[src/rtl/tia_hsync_counter.sv]
// rtl/tia_hsync_counter.sv - TIA horizontal sync counter: 57-state LFSR, /4 phase, strobe decodes, hblank/hsync latches
module tia_hsync_counter (
    input  logic       clk,
    input  logic       reset,
    input  logic       rsync,
    input  logic       hmove_stb,
    output logic [5:0] lfsr,
    output logic [1:0] phase,
    output logic       shb,
    output logic       shs,
    output logic       rhs,
    output logic       rcb,
    output logic       rhb,
    output logic       lrhb,
    output logic       cnt,
    output logic       hblank,
    output logic       hsync
);

    localparam logic [5:0] LFSR_SHB  = 6'h00;
    localparam logic [5:0] LFSR_SHS  = 6'h0F;
    localparam logic [5:0] LFSR_RHS  = 6'h3B;
    localparam logic [5:0] LFSR_RCB  = 6'h3C;
    localparam logic [5:0] LFSR_RHB  = 6'h0E;
    localparam logic [5:0] LFSR_LRHB = 6'h3A;
    localparam logic [5:0] LFSR_CNT  = 6'h0D;
    // Last state of the line; the polynomial is cut short here so a line is 57 states.
    localparam logic [5:0] LFSR_END  = 6'h0A;

    logic [5:0] lfsr_q, lfsr_d;
    logic [1:0] phase_q, phase_d;
    logic       hblank_q, hblank_d;
    logic       hsync_q, hsync_d;
    logic       late_blank_q, late_blank_d;

    logic       decode_en;
    logic [5:0] lfsr_step;

    // Strobe decodes: one clk wide, only in phase 0 of the matching state, silenced by reset.
    always_comb begin
        decode_en = (phase_q == 2'd0) && !reset;
        shb  = decode_en && (lfsr_q == LFSR_SHB);
        shs  = decode_en && (lfsr_q == LFSR_SHS);
        rhs  = decode_en && (lfsr_q == LFSR_RHS);
        rcb  = decode_en && (lfsr_q == LFSR_RCB);
        rhb  = decode_en && (lfsr_q == LFSR_RHB);
        lrhb = decode_en && (lfsr_q == LFSR_LRHB);
        cnt  = decode_en && (lfsr_q == LFSR_CNT);
    end

    // Counter next state: phase always advances, LFSR steps on phase 3, RSYNC restarts the line.
    always_comb begin
        lfsr_step = (lfsr_q == LFSR_END) ? 6'h00
                                         : {lfsr_q[4:0], ~(lfsr_q[5] ^ lfsr_q[4])};
        phase_d   = phase_q + 2'd1;
        lfsr_d    = (phase_q == 2'd3) ? lfsr_step : lfsr_q;
        if (rsync) begin
            phase_d = 2'd0;
            lfsr_d  = 6'h00;
        end
    end

    // Latch next state: late_blank set beats clear, hblank release point chosen by late_blank.
    always_comb begin
        late_blank_d = late_blank_q;
        if (hmove_stb) begin
            late_blank_d = 1'b1;
        end else if (shb) begin
            late_blank_d = 1'b0;
        end

        hblank_d = hblank_q;
        if (shb) begin
            hblank_d = 1'b1;
        end else if (rhb && !late_blank_q) begin
            hblank_d = 1'b0;
        end else if (lrhb && late_blank_q) begin
            hblank_d = 1'b0;
        end

        hsync_d = hsync_q;
        if (shs) begin
            hsync_d = 1'b1;
        end else if (rhs) begin
            hsync_d = 1'b0;
        end
    end

    // State registers with asynchronous reset to the start-of-line blanked state.
    always_ff @(posedge clk or posedge reset) begin
        if (reset) begin
            lfsr_q       <= 6'h00;
            phase_q      <= 2'd0;
            hblank_q     <= 1'b1;
            hsync_q      <= 1'b0;
            late_blank_q <= 1'b0;
        end else begin
            lfsr_q       <= lfsr_d;
            phase_q      <= phase_d;
            hblank_q     <= hblank_d;
            hsync_q      <= hsync_d;
            late_blank_q <= late_blank_d;
        end
    end

    assign lfsr   = lfsr_q;
    assign phase  = phase_q;
    assign hblank = hblank_q;
    assign hsync  = hsync_q;

endmodule

[config.mk]
export PLATFORM = sky130hd
export DESIGN_NAME = tia_hsync_counter
export DESIGN_NICKNAME = d
export VERILOG_FILES = /design/src/rtl/tia_hsync_counter.sv
export SDC_FILE = /design/constraint.sdc
export NUM_CORES = 1
export LEC_CHECK = 0
export ABC_AREA = 1
export BUFFER_PORTS_ARGS = -buffer_cell sky130_fd_sc_hd__buf_4
export CORE_UTILIZATION = 45
export CTS_BUF_LIST = sky130_fd_sc_hd__clkbuf_8 sky130_fd_sc_hd__clkbuf_16
export DETAILED_ROUTE_END_ITERATION = 12
export PLACE_DENSITY = 0.82
export SETUP_SLACK_MARGIN = 0.02
export SLEW_MARGIN = 25
export SYNTH_ARGS = -nofsm -noshare
export SYNTH_HDL_FRONTEND = slang
export SYNTH_SLANG_ARGS = --single-unit
[constraint.sdc]
create_clock -name clk -period 3.7 [get_ports clk]
set_clock_uncertainty 0.15 [all_clocks]
set_input_delay 0.37 -clock clk [delete_from_list [all_inputs] [get_ports clk]]
set_output_delay 0.37 -clock clk [all_outputs]
set_load 0.005 [all_outputs]
### Word-level counts from Yosys, hierarchy flattened

Index checks and enable logic that the tools add are counted.

* add/sub/neg operators: 1
* order comparisons: 0
* reductions and logical operators: 18
* shift-type cells: 0
* bitwise logic cells: 2
* eq/ne operators: 8
* divide/modulo/power cells: 0
* muxes and demuxes: 11
* $mul: 0

Operator list (number)
* $eq 6x4->1 const B: 4
* $eq 6x6->1 const B: 3
* $mux 6: 3
* $logic_and 1x1->1: 10
* $mux 1: 7
* $logic_not 6->1: 1
* $reduce_bool 2->1: 3
* $reduce_bool 3->1: 1
* $add 2x1->2 const B: 1
* $eq 2x2->1 const B: 1
* $logic_not 1->1: 2
* $logic_not 2->1: 1
* $mux 2: 1
* $not 1->1: 1
* $xor 1x1->1: 1

* word-level logic and storage cells: 45
* memory bits (read-only): 0
* bits of input ports: 4
* RAM bits: 0
* output and inout port bits: 17
* register bits: 11
* memories: 0
* bits in latches: 0

### Logic depth before layout (Yosys ltp)

* depth after elaboration: 7
* depth in mapped cells: 7
* gate-level depth less buffers: 7

### Worst setup path before layout

OpenSTA, ideal clock, no wires.

* path kind: input -> output
* start: in reset
* end: out cnt
* path slack: 2.016 ns
* stages: 5
* buffers on the path: 0
* data arrival time: 1.164 ns
* data required time: 3.180 ns
* cells stage by stage: inv_1 nand2_4 nor2_4 inv_2 nor4_1

* cells in the longest elaborated chain, start to end: 3

RTL lines
* start, declared: RTL line 4 `input logic reset,`
* $logic_not 1->1 (no source line)
* $logic_and 1x1->1: RTL line 41 `decode_en = (phase_q == 2'd0) && !reset;`
* $logic_and 1x1->1: RTL line 48 `cnt = decode_en && (lfsr_q == LFSR_CNT);`
* end, declared: RTL line 15 `output logic cnt,`

No other way between the ends.

### Final worst setup path

* start: reg phase_q[1] (netlist: phase[1])
* end: out cnt

* cells in the longest elaborated chain, start to end: 3

RTL lines
* start, declared: RTL line 31 `logic [1:0] phase_q, phase_d;`
* start signal, assigned: RTL line 99 `phase_q <= phase_d;`
* $logic_not 2->1: RTL line 41
* $logic_and 1x1->1: RTL line 41
* $logic_and 1x1->1: RTL line 48

No other way between the ends.

==> impl_metrics.json <==
{
  "clock_path_buffers": 2,
  "synthesis.area_um2": 634,
  "io_buffers": 20,
  "synth.area.top_cells": "dfrtp_1 (39%), inv_1 (11%), ha_1 (7.9%), nand2_1 (5.9%), dfstp_2 (4.1%)",
  "clock.fmax_mhz": 475,
  "area_growth_pct": 33.7,
  "die_height_um": 39.5,
  "yosysWarningCount": 0,
  "reg2reg_to": "hsync$_DFFE_PP0P_",
  "rr_worst_depth": 7,
  "ctsRootBufferMaster": "clkbuf_8",
  "crit_path_max_incr_delay_ps": 410,
  "rsz0062_at_grt": "false",
  "reg2reg_from": "phase[1]$_DFF_PP0_",
  "worstPathArrival_ps": 1590,
  "chipWidth_um": 39.5,
  "dp_hpwl_mm": 1.08,
  "cp_max_fo": 4,
  "drv_cap": 0,
  "cts_tree": "built",
  "synth_edf_count": 0,
  "antenna_found_initial": 0,
  "h-tree-depth": 1,
  "worstSetupEndpointType": "output pin",
  "netlist_instances": 77,
  "drive_gt1_share_pct": 34.7,
  "status": "complete, no violations",
  "synth_commonest_cells": "inv_1 (19), dfrtp_1 (10), nand2_1 (10)",
  "tightest_slew_ps": 480,
  "n_antenna_cell": 0,
  "critPathKind": "flop to output pin",
  "holdWs_ps": 2.75,
  "powerDensity_mw_per_mm2": 327,
  "maxSlewViolCount": 0,
  "yosysUniqueCellTypes": 19,
  "finalCritPeriodShare_pct": 56.9,
  "ys_seq_elements": 11,
  "synth_top_area_share_pct": 39.4,
  "period_needed_ps": 2110,
  "path_cells": "inv_1 > ha_1 > nand2_4 > nor2_4 > inv_2 > nor4_1 > buf_4",
  "p_leak_uw": 0.000463,
  "dieArea_mm2": 0.00156,
  "post_cts_buffers": 0,
  "nFillCells": 120,
  "synth.avg_cell_area_um2": 8.24,
  "grt_max_degree": 13,
  "antenna_left": 0,
  "wl_mm": 1.39,
  "critPathLaunchType": "flop",
  "hold_viol_final": 0,
  "yosysMostFrequentCell": "inv_1",
  "place.gp.congestion": 0.814,
  "initial_core_util_pct": 48.7,
  "grt_pass1_vias": 510,
  "drtIter0Drc": 10,
  "grt_overflow": 0,
  "cts_resized": 0,
  "first_pass_iters": 4,
  "cts_made_buffers": 3,
  "setup_tns_ps": 0,
  "rrSetupSlack_ps": 2200,
  "cp_slowest_cell": "dfrtp_1",
  "ys_seq_area_share_pct": 43.6,
  "clk_pin_slew_ps": 50,
  "crit_family": "simple AND/OR/NAND/NOR gates",
  "grt_pass1_wl_mm": 2.19,
  "layout.nets": 110,
  "peakVddDrop_mv": 0.303,
  "worstSetupStartpoint": "phase[1]$_DFF_PP0_",
  "ys_async_sr_fraction_pct": 100,
  "crit_end": "cnt",
  "crit_required_ps": 3180,
  "coreArea_mm2": 0.00130,
  "yosys.area.top_type": "dfrtp_1",
  "holdBufCountCts": 0,
  "drt-wirelength-per-cell_um": 12.0,
  "vias": 573,
  "cp.depth": 7,
  "placed_area_um2": 803,
  "clk_latency_ps": 240,
  "drc_errors": 0,
  "hold_class": "primary input to async pin",
  "pin_count": 21,
  "grt_usage_pct": 22.2,
  "row_count": 13,
  "viasPerCell": 4.94,
  "cp_num_buf_inv": 3,
  "numClockSinks": 11,
  "synth_ff_type": "dfrtp_1",
  "slew_headroom_pct": 68.0,
  "setup_viol_count_final": 0,
  "stdcell_area_um2": 848,
  "synth.net_count": 85
}
power breakdown:
part | switching, uW | leakage [uW] | total [uW] | internal (uW)
Sequential | 3.46 | 0.000144 | 128 | 124
Combinational | 17.9 | 0.000292 | 31.6 | 13.7
Clock | 45.0 | 0.0000269 | 118 | 72.8
worst min path at each step:
| stage | start | endpoint | slack, ps | cells past startpoint |
|---|---|---|---|---|
| floorplan | reset | hsync$_DFFE_PP0P_ | 100 | 1 |
| global placement | reset | phase[0]$_DFF_PP0_ | 260 | 2 |
| detailed placement | reset | phase[0]$_DFF_PP0_ | 270 | 2 |
| CTS | reset | phase[0]$_DFF_PP0_ | 10 | 2 |
| global route | reset | phase[0]$_DFF_PP0_ | 40 | 2 |
| finish | reset | phase[0]$_DFF_PP0_ | 3 | 2 |
registers in the layout, indices dropped and copies added (netlist names):
register      flops
phase             2
late_blank_q      1
hblank            1
lfsr              6
hsync             1
metal layers:
metal	vias up	routed length, um	GRT usage [%]
met5	-	0	0
met4	0	25	12.9
met3	4	59	3.41
met2	23	685	36.1
met1	261	618	27.5
li1	285	-	-
per-stage QoR:
step	instances	total power, uW	util (%)	setup WS [ps]
2_1_floorplan	77	148	-	2020
3_3_place_gp	112	160	61.7	1710
3_5_place_dp	112	161	61.7	1610
4_1_cts	116	279	65.2	1540
5_1_grt	116	288	65.2	1430
6_report	116	277	65.2	1590
cells by family after synthesis:
kind of cell / after synthesis / synth area share (%)
compound gates: 7 / 7.50
flops: 11 / 43.6
buf+inv: 21 / 12.4
simple gates: 34 / 28.6
fa+ha+maj: 4 / 7.89
cell usage in the layout (no fill, tap or decap):
| master | Yosys | final |
|---|---|---|
| nor3_1 | 2 | 2 |
| nor4_1 | 2 | 2 |
| o21ai_1 | 2 | 2 |
| inv_1 | 19 | 20 |
| o22ai_1 | 2 | 2 |
| dfstp_2 | 1 | 1 |
| clkbuf_8 | 0 | 3 |
| ha_1 | 4 | 4 |
| o21ai_2 | 2 | 2 |
| nand3_1 | 5 | 5 |
| nand2_1 | 10 | 10 |
| o21bai_1 | 1 | 1 |
| nor3_4 | 1 | 1 |
| nor2_4 | 1 | 1 |
| nor2_1 | 7 | 7 |
| nand4_1 | 1 | 1 |
| buf_4 | 0 | 20 |
| inv_2 | 2 | 2 |
| nand2_2 | 4 | 4 |
| nand2_4 | 1 | 1 |
| dfrtp_1 | 10 | 10 |
final cells by class:
| type | instances | area (um^2) | share of cell area, % |
|---|---|---|---|
| repair buffers | 20 | 150 | 17.7 |
| multi-input cells | 45 | 279 | 32.9 |
| clock buffers | 3 | 41.3 | 4.87 |
| flip-flops and latches | 11 | 277 | 32.6 |
| inverters | 21 | 78.8 | 9.29 |
| well taps | 15 | 18.8 | 2.21 |
| clock inverters | 1 | 3.75 | 0.442 |
Note: power is estimated with default switching activity, not from simulation.
